===== src/rtl/conv_channel_acc.sv =====
// conv_channel_acc: multi-channel convolution window accumulator.
// Each accepted beat is one input channel. The beat's KERNEL*KERNEL taps are
// multiplied by their weights (stage 1) and summed (stage 2). The window sum
// is then added into a channel accumulator (stage 3). After CIN channels the
// result is held on out_data until the consumer takes it.
// Optional feature: define CONV_RELU_EN to clamp negative results to zero
// when the result is loaded into out_data.
module conv_channel_acc #(
  parameter int KERNEL = 3,
  parameter int N      = 4,
  parameter int M      = 4,
  parameter int E      = 4,
  parameter int CIN    = 4
) (
  input  logic                             clk,
  input  logic                             rst,
  input  logic                             clr,
  input  logic                             in_valid,
  output logic                             in_ready,
  input  logic [KERNEL*KERNEL*N-1:0]       data2conv,
  input  logic [KERNEL*KERNEL*M-1:0]       w,
  input  logic [N+M-1:0]                   bias,
  output logic                             out_valid,
  input  logic                             out_ready,
  output logic [N+M+E+$clog2(CIN):0]       out_data
);

  localparam int TAPS = KERNEL * KERNEL;
  localparam int PW   = N + M;
  localparam int SW   = N + M + E;
  localparam int CE   = $clog2(CIN) + 1;
  localparam int ACCW = N + M + E + CE;
  localparam int CW   = (CIN > 1) ? $clog2(CIN) : 1;

  typedef enum logic [1:0] {ACC, DRAIN, OUT} state_t;

  state_t state_q, state_d;

  logic [CW-1:0]          cnt_q;
  logic                   accept;
  logic                   last_beat;

  logic signed [PW-1:0]   d_ext  [TAPS];
  logic signed [PW-1:0]   w_ext  [TAPS];
  logic signed [PW-1:0]   prod_c [TAPS];

  logic                   s1_valid, s1_first, s1_last;
  logic signed [PW-1:0]   s1_prod [TAPS];
  logic [PW-1:0]          s1_bias;

  logic signed [SW-1:0]   sum_c;
  logic                   s2_valid, s2_first, s2_last;
  logic signed [SW-1:0]   s2_sum;
  logic [PW-1:0]          s2_bias;

  logic signed [ACCW-1:0] acc_q;
  logic signed [ACCW-1:0] acc_base;
  logic signed [ACCW-1:0] acc_next;
  logic [ACCW-1:0]        result;
  logic                   load_out;

  assign in_ready  = (state_q == ACC) && !rst;
  assign out_valid = (state_q == OUT);
  assign accept    = in_valid && in_ready && !clr;
  assign last_beat = (cnt_q == CW'(CIN - 1));
  assign load_out  = (state_q == DRAIN) && s2_valid && s2_last && !clr;

  // Per-tap signed products of the incoming beat.
  always_comb begin
    for (int unsigned i = 0; i < TAPS; i++) begin
      d_ext[i]  = {{M{data2conv[i*N + N - 1]}}, data2conv[i*N +: N]};
      w_ext[i]  = {{N{w[i*M + M - 1]}}, w[i*M +: M]};
      prod_c[i] = d_ext[i] * w_ext[i];
    end
  end

  // Channel counter: counts accepted beats, wraps after the last channel.
  always_ff @(posedge clk) begin
    if (rst || clr) begin
      cnt_q <= '0;
    end else if (accept) begin
      cnt_q <= last_beat ? '0 : cnt_q + CW'(1);
    end
  end

  // Stage 1: register products with channel position and bias.
  always_ff @(posedge clk) begin
    if (rst || clr) begin
      s1_valid <= 1'b0;
    end else begin
      s1_valid <= accept;
    end
    s1_prod  <= prod_c;
    s1_first <= (cnt_q == '0);
    s1_last  <= last_beat;
    s1_bias  <= bias;
  end

  // Window sum of the stage-1 products, sign-extended to the sum width.
  always_comb begin
    sum_c = '0;
    for (int unsigned i = 0; i < TAPS; i++) begin
      sum_c = sum_c + {{E{s1_prod[i][PW-1]}}, s1_prod[i]};
    end
  end

  // Stage 2: register the window sum.
  always_ff @(posedge clk) begin
    if (rst || clr) begin
      s2_valid <= 1'b0;
    end else begin
      s2_valid <= s1_valid;
    end
    s2_sum   <= sum_c;
    s2_first <= s1_first;
    s2_last  <= s1_last;
    s2_bias  <= s1_bias;
  end

  // Stage 3 arithmetic: the first channel restarts from the bias.
  always_comb begin
    acc_base = s2_first ? {{(ACCW-PW){s2_bias[PW-1]}}, s2_bias} : acc_q;
    acc_next = acc_base + {{CE{s2_sum[SW-1]}}, s2_sum};
`ifdef CONV_RELU_EN
    result   = acc_next[ACCW-1] ? '0 : acc_next;
`else
    result   = acc_next;
`endif
  end

  // Accumulator register.
  always_ff @(posedge clk) begin
    if (rst || clr) begin
      acc_q <= '0;
    end else if (s2_valid) begin
      acc_q <= acc_next;
    end
  end

  // Output register is loaded in the same edge as the final accumulation,
  // so the result appears together with out_valid.
  always_ff @(posedge clk) begin
    if (rst) begin
      out_data <= '0;
    end else if (load_out) begin
      out_data <= result;
    end
  end

  // FSM state register.
  always_ff @(posedge clk) begin
    if (rst) begin
      state_q <= ACC;
    end else begin
      state_q <= state_d;
    end
  end

  // FSM next state.
  always_comb begin
    state_d = state_q;
    case (state_q)
      ACC:     if (accept && last_beat) state_d = DRAIN;
      DRAIN:   if (load_out)            state_d = OUT;
      OUT:     if (out_ready)           state_d = ACC;
      default:                          state_d = ACC;
    endcase
    if (clr) state_d = ACC;
  end

endmodule


===== config.mk =====
export PLATFORM = sky130hd
export DESIGN_NAME = conv_channel_acc
export DESIGN_NICKNAME = d
export VERILOG_FILES = /design/src/rtl/conv_channel_acc.sv
export SDC_FILE = /design/constraint.sdc
export NUM_CORES = 1
export LEC_CHECK = 0
export CAP_MARGIN = 25
export CORE_MARGIN = 2
export CORE_UTILIZATION = 66
export CTS_BUF_LIST = sky130_fd_sc_hd__clkbuf_4 sky130_fd_sc_hd__clkbuf_8 sky130_fd_sc_hd__clkbuf_16
export DETAILED_ROUTE_END_ITERATION = 6
export DONT_BUFFER_PORTS = 1
export GPL_ROUTABILITY_DRIVEN = 0
export PLACE_DENSITY = 0.82
export REMOVE_ABC_BUFFERS = 1
export SETUP_SLACK_MARGIN = 0.3
export SKIP_CTS_REPAIR_TIMING = 1
export SLEW_MARGIN = 20
export SYNTH_ARGS = -nofsm -noshare
export SYNTH_HDL_FRONTEND = slang
export SYNTH_SLANG_ARGS = --single-unit

===== constraint.sdc =====
create_clock -name clk -period 5 [get_ports clk]
set_input_delay 0.5 -clock clk [delete_from_list [all_inputs] [get_ports clk]]
set_output_delay 0.5 -clock clk [all_outputs]
set_load 0.02 [all_outputs]

# Yosys cells after proc, flatten, opt, wreduce, memory -nomap -nowiden

Cells that the tools add are included.

Add/subtract/negate cells: 10
Multiply operators: 9
Eq/ne operators: 6
Mux-type cells: 6
Reduce and logical (&&, ||, !) cells: 14

Operator list:

| kind                                                            | number |
|---|---|
| 4-bit by 4-bit multiplier with 8-bit output                     | 9 |
| 12-bit adder                                                    | 4 |
| 15-bit adder                                                    | 1 |
| 15-bit two-way mux                                              | 1 |
| 11-bit by 8-bit adder with 12-bit output                        | 1 |
| 10-bit by 8-bit adder with 11-bit output                        | 1 |
| 9-bit by 8-bit adder with 10-bit output                         | 1 |
| 8-bit by 8-bit adder with 9-bit output                          | 1 |
| 2-bit two-way mux                                               | 4 |
| 1-bit logical AND                                               | 7 |
| 2-bit one-hot mux with 3 select lines                           | 1 |
| 2-bit == test, second input constant                            | 2 |
| 2-bit zero test                                                 | 2 |
| 2-bit by 1-bit != test with 1-bit output, second input constant | 2 |
| 3-bit AND reduction                                             | 1 |
| 2-bit by 1-bit adder with 2-bit output, second input constant   | 1 |
| 2-bit by 1-bit == test with 1-bit output, second input constant | 1 |
| 1-bit zero test                                                 | 2 |
| 2-bit != test, second input constant                            | 1 |
| 2-bit OR reduction                                              | 1 |
| 1-bit logical OR                                                | 1 |

Flip-flop bits (word level): 140
Input port bits: 85
Output and inout bits: 17
Logic and storage cells: 67

# Longest topological paths before layout

Gate-level depths: netlist of the first run.

Word-level depth: 8
Mapped depth: 17
Mapped depth without buffers: 17

# Worst setup path after synthesis of the first run

Ideal clock, no wire load.

Path kind: register -> register
Start: register s1_prod[27] in the netlist's numbering
End: register s2_sum[11]
Library setup time: 0.086 ns
Data arrival time: 3.900 ns
Data required time: 4.914 ns
Path slack: 1.015 ns
Stages on the path, launching flop included: 16
Buffers on the path: 0
Period minus slack after synthesis: 3.985 ns
Cell sequence: dfxtp_1 inv_1 fa_1 inv_1 fa_1 fa_1 inv_1 fa_1 inv_1 ha_1 a21o_1 a21oi_1 o21ai_0 or4_1 and3_1 a211oi_1

Longest elaborated chain between the ends: 4

RTL lines:

| element                   | line | RTL |
|---|---|---|
| start: declaration        | 48   | `logic signed [PW-1:0] s1_prod [TAPS];` |
| start signal: assignment  | 93   | `s1_prod <= prod_c;` |
| 12-bit adder (4 in a row) | 103  | `sum_c = sum_c + {{E{s1_prod[i][PW-1]}}, s1_prod[i]};` |
| net sum_c[11]             | 51   | `logic signed [SW-1:0] sum_c;` |
| end signal: assignment    | 114  | `s2_sum <= sum_c;` |
| end: declaration          | 53   | `logic signed [SW-1:0] s2_sum;` |

The timed path passes the listed nets, and every way through them passes these cells.
A chain may end at the register's enable or synchronous reset.

# Worst setup path in the final report of the first run

Ends and elaborated chain as after synthesis.

==> flow_summary_export.csv, run 1 <==
group,metric,value,unit
outcome,outcome,"finished clean",
sta,setup_viol,0,
yosys,yosys.area.top_type,"fa_1",
yosys,synth_area_leaders,"fa_1, dfxtp_1, ha_1",
yosys,synth_edf_count,0,
yosys,ys_seq_area_share,24.9,%
detailed_routing,post_drt_wl_per_cell,14.5,um
sta,final_hold_viol_count,0,
sta,clock_skew,0.0121,ns
clock_network,cts_max_level,4,
sta,drv_slew,0,
sta,fin_crit_sh,85.5,%
final_layout,diodes,0,
grt,track_usage,24.2,%
setup_path,critPathMaxStageDelay,0.54,ns
detailed_routing,drt_iter0_drc,391,
final_layout,most-common-layout-cells,"inv_1, fa_1, dfxtp_1, ha_1, nand2_1",
yosys,synth_warnings,0,
yosys,ys_types,59,
final_layout,layout-drive-gt1-share,4.54,%
detailed_routing,dr.pass1.iters,4,
final_layout,synthToLayoutAreaGrowth,7.70,%
setup_path,critical_path_class,"flip-flop to flip-flop",
yosys,avgSynthCellArea,9.83,um2
grt,grt.overflow.total,0,
final_layout,stdcell_area,12100,um2
clock_network,numCtsBuffers,17,
grt,antenna_found_initial,0,
worst_hold_path,hp-class,"input port to flip-flop",
grt,grt_pass1_vias,7854,
yosys,synth_area,11300,um2
place,io_buffer_count,0,
clock_network,cts-root-buf,"clkbuf_16",
sta,timing.fmax,234,MHz
sta,tns,0,ns
floorplanning,ios,102,
detailed_routing,drc_errors,0,
yosys,synth_ff_type,"dfxtp_1",
floorplanning,die_area,18100,um2
sta,period_needed,4.28,ns
setup_path,crit_chain,"inv_1, fa_1, inv_1, fa_1, fa_1, inv_1, fa_1, inv_1, ha_1, a21o_1, a21oi_1, o21ai_0, or4_1, and3_1, a211oi_1",
floorplanning,initial_core_util,67.8,%
yosys,synth_top_area_share,25.0,%
detailed_routing,vias_per_cell,5.25,
yosys,ys_seq_elements,140,
setup_path,end_kind,"flip-flop",
yosys,synthArstFlopShare,0,%
sta,whs,0.102,ns
clock_network,cts_buffer_depth,2,
grt,grt_pass1_wl,34900,um
sta,maxSlewHeadroom,52.1,%
setup_path,startpoint_type,"flip-flop",
sta,rsz0062_at_grt,"false",
clock_network,clk_pin_slew,0.06,ns
final_layout,fill_cells,1137,
floorplanning,die_x,135,um
clock_network,clkSinkCount,140,
floorplanning,num_rows,47,
sta,worst_pin_slew,0.717,ns
place,dp_hpwl,16200,um
clock_network,cts_tree,"done",
detailed_routing,vias,7280,
setup_path,critPathMaxFanout,2,
setup_path,cp_slowest_cell,"fa_1",
grt,grt_max_degree,27,
place,postPlaceCellArea,11500,um2
yosys,synthCells,1147,
detailed_routing,ant_nets,0,
flow_run,drv_cap,0,
clock_network,clk_latency,0.42,ns
floorplanning,fp.dieH,135,um
floorplanning,core-area,16600,um2
final_layout,nNetsFinal,1516,
setup_path,crit_arrival,4.60,ns
setup_path,required,5.33,ns
detailed_routing,wirelength,20100,um
final_layout,final_common_cell,"inv_1",
[path summary, 6_finish.rpt]
path,from,to,slack [ns],cells after the start
max,s1_prod[27],s2_sum[11],0.72,15
min,bias[3],s1_bias[3],0.10,0
max reg2reg,s1_prod[27],s2_sum[11],0.72,15
min reg2reg,s1_first,s2_first,0.32,0
[kinds of logic after synthesis]
kind of cell             share of synthesized area (%)
multiplexers                                      1.40
adder cells (fa/ha/maj)                           40.1
buffers and inverters                             8.96
AO/OA/AOI/OAI                                     7.53
AND/OR/NAND/NOR                                   11.1
XOR/XNOR                                          6.06
flip-flops                                        24.9
[cell type report]
class,instances,area [um2],share of cell area (%)
flip-flops and latches,140,2800,23.1
repair buffers,2,22.5,0.185
clock inverters,13,189,1.56
multi-input cells,741,7460,61.5
clock buffers,19,447,3.68
well taps,220,275,2.27
inverters,252,946,7.79
[critical path, delay by kind of cell, from the launching register on]
kind            cells  cell delay, ns
compound gates      4            0.68
fa+ha+maj           5            2.34
simple gates        2            0.62
flops               1            0.32
buf+inv             4            0.22
[state kept, by name (all words and copies together), names as in the netlist]
name and count:
acc_q 15, cnt_q 2, out_data 15, s1_bias 8, s1_first 1, s1_last 1
s1_prod 72, s1_valid 1, s2_bias 8, s2_first 1, s2_last 1, s2_sum 12
s2_valid 1, state_q 2
[cells in the mapped netlist (2+ instances only)]
library cell,instances
inv_1,252
fa_1,141
dfxtp_1,140
ha_1,136
nand2_1,73
xnor2_1,65
and2_1,63
a21oi_1,41
nor2_1,39
o21ai_0,29
nand2b_1,24
a21o_1,21
xor2_1,13
mux2i_1,9
clkbuf_1,8
nand3_1,8
nor3_1,8
mux2_2,6
a211oi_1,5
nand3b_1,5
nor2b_1,5
buf_2,4
and3_1,3
o21a_1,3
or3_1,3
or4_1,3
a211oi_2,2
a21oi_2,2
nand4_1,2
o21bai_1,2
o22ai_1,2
o311ai_0,2
o31a_1,2
[per-layer routing]
metal,global-route usage [%],part of all wire [%]
met1,30.2,43
met2,42.4,51
met3,4.58,4.1
met4,8.25,2.3
met5,0,0
[stage by stage]
step | setup WS, ns | util (%) | instances
2_1_floorplan | 1.01 | - | 1133
3_3_place_gp | 0.894 | 69.0 | 1353
3_5_place_dp | 0.775 | 69.0 | 1353
4_1_cts | 0.715 | 72.9 | 1385
5_1_grt | 0.468 | 73.0 | 1387
6_report | 0.725 | 73.0 | 1387
Power of run 1 is left out: the tool's default activity adds up to more than one toggle a clock period on the data nets, which glitch-free logic cannot reach.
==> run 2: changes to the inputs <==
--- a/config.mk
+++ b/config.mk
@@ -7,12 +7,12 @@
 export LEC_CHECK = 0
 export CAP_MARGIN = 25
 export CORE_MARGIN = 2
-export CORE_UTILIZATION = 66
+export CORE_UTILIZATION = 30
 export CTS_BUF_LIST = sky130_fd_sc_hd__clkbuf_4 sky130_fd_sc_hd__clkbuf_8 sky130_fd_sc_hd__clkbuf_16
 export DETAILED_ROUTE_END_ITERATION = 6
 export DONT_BUFFER_PORTS = 1
 export GPL_ROUTABILITY_DRIVEN = 0
-export PLACE_DENSITY = 0.82
+export PLACE_DENSITY = 0.44
 export REMOVE_ABC_BUFFERS = 1
 export SETUP_SLACK_MARGIN = 0.3
 export SKIP_CTS_REPAIR_TIMING = 1
==> run 2 against run 1 <==
Die area up 120%. Clock skew down 0.0025 ns. Sequential share of layout area down 0.54 points. Routed wire length up 11%. Global-route usage down 12 points. Largest cell class unchanged.
==> flow_summary_export.csv, run 2 (synthesis results as in run 1) <==
group,metric,value,unit
sta,maxSlewHeadroom,48.5,%
sta,tns,0,ns
final_layout,largest_reg_flops,72,
grt,grt_pass1_wl,37700,um
grt,antenna_found_initial,0,
grt,track_usage,12.3,%
floorplanning,core-area,37300,um2
sta,timing.fmax,237,MHz
clock_network,cts-root-buf,"clkbuf_16",
grt,grt_max_degree,27,
setup_path,startpoint_type,"flip-flop",
clock_network,clk_pin_slew,0.06,ns
floorplanning,num_rows,71,
setup_path,required,5.33,ns
sta,final_hold_viol_count,0,
clock_network,clkSinkCount,140,
final_layout,synthToLayoutAreaGrowth,10.3,%
detailed_routing,drc_errors,0,
final_layout,final_common_cell,"inv_1",
outcome,outcome,"finished clean",
final_layout,fill_cells,3897,
setup_path,end_kind,"flip-flop",
setup_path,critical_path_class,"flip-flop to flip-flop",
grt,grt.overflow.total,0,
clock_network,cts_buffer_depth,2,
detailed_routing,drt_iter0_drc,193,
sta,drv_slew,0,
sta,rsz0062_at_grt,"false",
floorplanning,ios,102,
setup_path,critPathMaxFanout,2,
final_layout,regMostFlops,"s1_prod",
floorplanning,fp.dieH,198,um
detailed_routing,ant_nets,0,
detailed_routing,dr.pass1.iters,4,
sta,fin_crit_sh,84.2,%
clock_network,cts_max_level,4,
final_layout,multi_input_area,7470,um2
sta,setup_viol,0,
clock_network,numCtsBuffers,17,
final_layout,seq_area,2800,um2
detailed_routing,wirelength,22300,um
flow_run,drv_cap,0,
worst_hold_path,hp-class,"input port to flip-flop",
floorplanning,initial_core_util,30.2,%
detailed_routing,vias_per_cell,4.26,
floorplanning,die_area,39200,um2
clock_network,cts_tree,"done",
final_layout,diodes,0,
sta,worst_pin_slew,0.772,ns
detailed_routing,vias,6983,
detailed_routing,post_drt_wl_per_cell,13.6,um
setup_path,crit_arrival,4.54,ns
floorplanning,die_x,198,um
final_layout,nNetsFinal,1515,
final_layout,layout-drive-gt1-share,4.46,%
place,dp_hpwl,19100,um
final_layout,most-common-layout-cells,"inv_1, fa_1, dfxtp_1, ha_1, nand2_1",
sta,period_needed,4.21,ns
sta,clock_skew,0.00959,ns
grt,grt_pass1_vias,7458,
clock_network,clk_latency,0.42,ns
place,io_buffer_count,0,
final_layout,top_regs,"s1_prod x72, acc_q x15, out_data x15",
-- run 2: final timing paths --
path                     from         end  slack [ns]  cells past startpoint
setup / recovery  s1_prod[27]  s2_sum[11]        0.79                     15
hold / removal        bias[0]  s1_bias[0]         0.1                      0
setup reg to reg  s1_prod[27]  s2_sum[11]        0.79                     15
hold reg to reg      s1_first    s2_first        0.33                      0
-- run 2: per-stage QoR --
step	worst slack, ns	cells	hold slack, ns	area [um2]	util (%)
6_report	0.788	1640	0.0998	12400	33.3
2_1_floorplan	1.01	1133	0.310	11200	-
3_3_place_gp	0.815	1607	0.315	11800	31.6
5_1_grt	0.570	1640	0.0738	12400	33.3
3_5_place_dp	0.753	1607	0.312	11800	31.7
4_1_cts	0.736	1639	0.0802	12400	33.3
-- run 2: layer usage --
layer | part of all wire [%] | global-route usage (%)
met1 | 47 | 15.7
met2 | 49 | 21.3
met3 | 3.5 | 2.44
met4 | 0.86 | 2.67
met5 | 0 | 0
-- run 2: area by class of cell --
cell class / count / share of cell area, %
well taps: 474 / 4.77
clock buffers: 19 / 3.64
flip-flops and latches: 140 / 22.5
multi-input cells: 741 / 60.1
inverters: 252 / 7.61
clock inverters: 13 / 1.25
repair buffers: 1 / 0.121
-- run 2: worst max-delay path: stages, from the launching register on --
cell and delay, ns:
dfxtp_1 0.31, inv_1 0.05, fa_1 0.53, inv_1 0.05, fa_1 0.49, fa_1 0.50, inv_1 0.05, fa_1 0.53
inv_1 0.06, ha_1 0.28, a21o_1 0.16, a21oi_1 0.20, o21ai_0 0.14, or4_1 0.44, and3_1 0.17, a211oi_1 0.16
Power of run 2 is left out for the same reason.
==> run 3: changes to the inputs <==
--- a/config.mk
+++ b/config.mk
@@ -12,7 +12,7 @@
 export DETAILED_ROUTE_END_ITERATION = 6
 export DONT_BUFFER_PORTS = 1
 export GPL_ROUTABILITY_DRIVEN = 0
-export PLACE_DENSITY = 0.44
+export PLACE_DENSITY = 0.45
 export REMOVE_ABC_BUFFERS = 1
 export SETUP_SLACK_MARGIN = 0.3
 export SKIP_CTS_REPAIR_TIMING = 1
==> constraint.sdc (replaced) <==
create_clock -name clk -period 3.5 [get_ports clk]
set_input_delay 0.35 -clock clk [delete_from_list [all_inputs] [get_ports clk]]
set_output_delay 0.35 -clock clk [all_outputs]
set_load 0.02 [all_outputs]
==> run 3 against run 2 <==
The run now ends with negative setup slack left. Register-to-register slack lost 1.3 ns. Cell count grew 2.3%. Fmax grew 5.4%. Worst setup slack lost 1.3 ns. Routed wire length grew 2.0%. Sequential share of layout area shrank 0.64 points. Count of clock-buffer cells in the layout is the same. First-iteration DRC count grew 35%. Non-clock buffer count grew 37. Sequential cell count is the same. Cell area grew 3.0%. Critical path depth is the same. Largest cell class unchanged.
==> flow_summary_export.csv, run 3 (synthesis results as in run 1) <==
group,metric,value,unit
final_layout,stdcell_area,12800,um2
sta,maxSlewHeadroom,57.5,%
clock_network,cts-root-buf,"clkbuf_16",
final_layout,diodes,0,
final_layout,regMostFlops,"s1_prod",
sta,fin_crit_sh,114,%
outcome,outcome,"finished, violations left",
clock_network,cts_tree,"done",
grt,grt_max_degree,26,
sta,drv_slew,0,
sta,worst_pin_slew,0.633,ns
floorplanning,core-area,37300,um2
final_layout,multi_input_area,7520,um2
sta,setup_viol,6,
detailed_routing,post_drt_wl_per_cell,13.6,um
sta,clock_skew,0.00939,ns
setup_path,crit_arrival,4.34,ns
place,pre_cts_ws,-0.652,ns
sta,rsz0062_at_grt,"true",
sta,timing.fmax,250,MHz
final_layout,synthToLayoutAreaGrowth,13.6,%
place,dp_hpwl,19200,um
sta,worst_slack,-0.496,ns
detailed_routing,vias_per_cell,4.24,
final_layout,top_regs,"s1_prod x72, acc_q x15, out_data x15",
place,io_buffer_count,0,
clock_network,clk_pin_slew,0.06,ns
clock_network,clk_latency,0.42,ns
setup_path,startpoint_type,"flip-flop",
clock_network,cts_buffer_depth,2,
detailed_routing,wl_met1,10500,um
clock_network,cts_max_level,4,
final_layout,final_core_util,34.3,%
grt,track_usage,12.3,%
sta,period_needed,4.00,ns
grt,grt_pass1_vias,7619,
sta,final_hold_viol_count,0,
clock_network,clkSinkCount,140,
place,postPlaceCellArea,12000,um2
flow_run,drv_cap,0,
setup_path,required,3.85,ns
floorplanning,die_x,198,um
detailed_routing,vias,7115,
floorplanning,die_area,39200,um2
grt,grt_pass1_wl,37700,um
setup_path,end_kind,"flip-flop",
final_layout,final_common_cell,"inv_1",
outcome,violations,"negative setup slack",
detailed_routing,topRoutingLayerUsed,"met4",
final_layout,layout-drive-gt1-share,8.40,%
detailed_routing,dr_wl_met3,786,um
detailed_routing,wirelength,22800,um
detailed_routing,dr.pass1.iters,4,
final_layout,seq_area,2810,um2
clock_network,numCtsBuffers,17,
setup_path,critical_path_class,"flip-flop to flip-flop",
final_layout,fill_cells,3892,
sta,tns,-2.00,ns
grt,grt.overflow.total,0,
floorplanning,initial_core_util,30.2,%
floorplanning,num_rows,71,
final_layout,most-common-layout-cells,"inv_1, fa_1, dfxtp_1, ha_1, nand2_1",
grt,antenna_found_initial,0,
detailed_routing,ant_nets,0,
floorplanning,fp.dieH,198,um
setup_path,critPathMaxFanout,2,
detailed_routing,drc_errors,0,
floorplanning,ios,102,
final_layout,largest_reg_flops,72,
worst_hold_path,hp-class,"input port to flip-flop",
detailed_routing,wl_met2,11100,um
final_layout,nNetsFinal,1552,
detailed_routing,drt_iter0_drc,261,
==> run 3: cell types whose count changed in the layout (fill, tap and decap cells not counted), moves of 3 or more <==
cell | previous run | this run
dfxtp_2 | 0 | 3
inv_1 | 252 | 245
dfxtp_1 | 140 | 137
dlygate4sd3_1 | 0 | 9
buf_4 | 0 | 27
inv_2 | 0 | 7
o21ai_0 | 29 | 26
==> run 3: worst paths after layout <==
kind	from	end	slack (ns)	cells past startpoint
hold / removal	rst	out_data[12]	0.03	1
hold reg to reg	s1_bias[6]	s2_bias[6]	0.33	0
setup / recovery	s1_prod[43]	s2_sum[11]	-0.50	15
setup reg to reg	s1_prod[43]	s2_sum[11]	-0.50	15
==> run 3: final cells by class <==
| type | count | area share [%] |
|---|---|---|
| Multi-Input combinational cell | 741 | 58.7 |
| Sequential cell | 140 | 21.9 |
| Inverter | 252 | 7.38 |
| Tap cell | 474 | 4.63 |
| Clock buffer | 19 | 3.53 |
| Timing Repair Buffer | 38 | 2.46 |
| Clock inverter | 13 | 1.40 |
==> run 3: through the flow <==
stage | cells | hold WS, ns
floorplan | 1133 | 0.310
global placement | 1633 | 0.314
detailed placement | 1634 | 0.314
CTS | 1666 | -0.0768
global route | 1677 | 0.0137
finish | 1677 | 0.0265
==> run 3: routing by layer <==
metal,vias to the layer above,GRT usage [%]
li1,3653,-
met1,3353,15.5
met2,88,21.3
met3,21,2.45
met4,0,3.68
met5,-,0
==> run 3: critical path, stage by stage (launching register included) <==
cell	delay, ns
dfxtp_2	0.32
inv_2	0.04
fa_1	0.54
inv_2	0.04
fa_1	0.48
fa_1	0.49
inv_1	0.05
fa_1	0.49
inv_1	0.05
ha_1	0.28
a21o_1	0.16
a21oi_2	0.16
o21ai_2	0.09
or4_4	0.42
and3_4	0.16
a211oi_2	0.14
Power of run 3 is left out for the same reason.
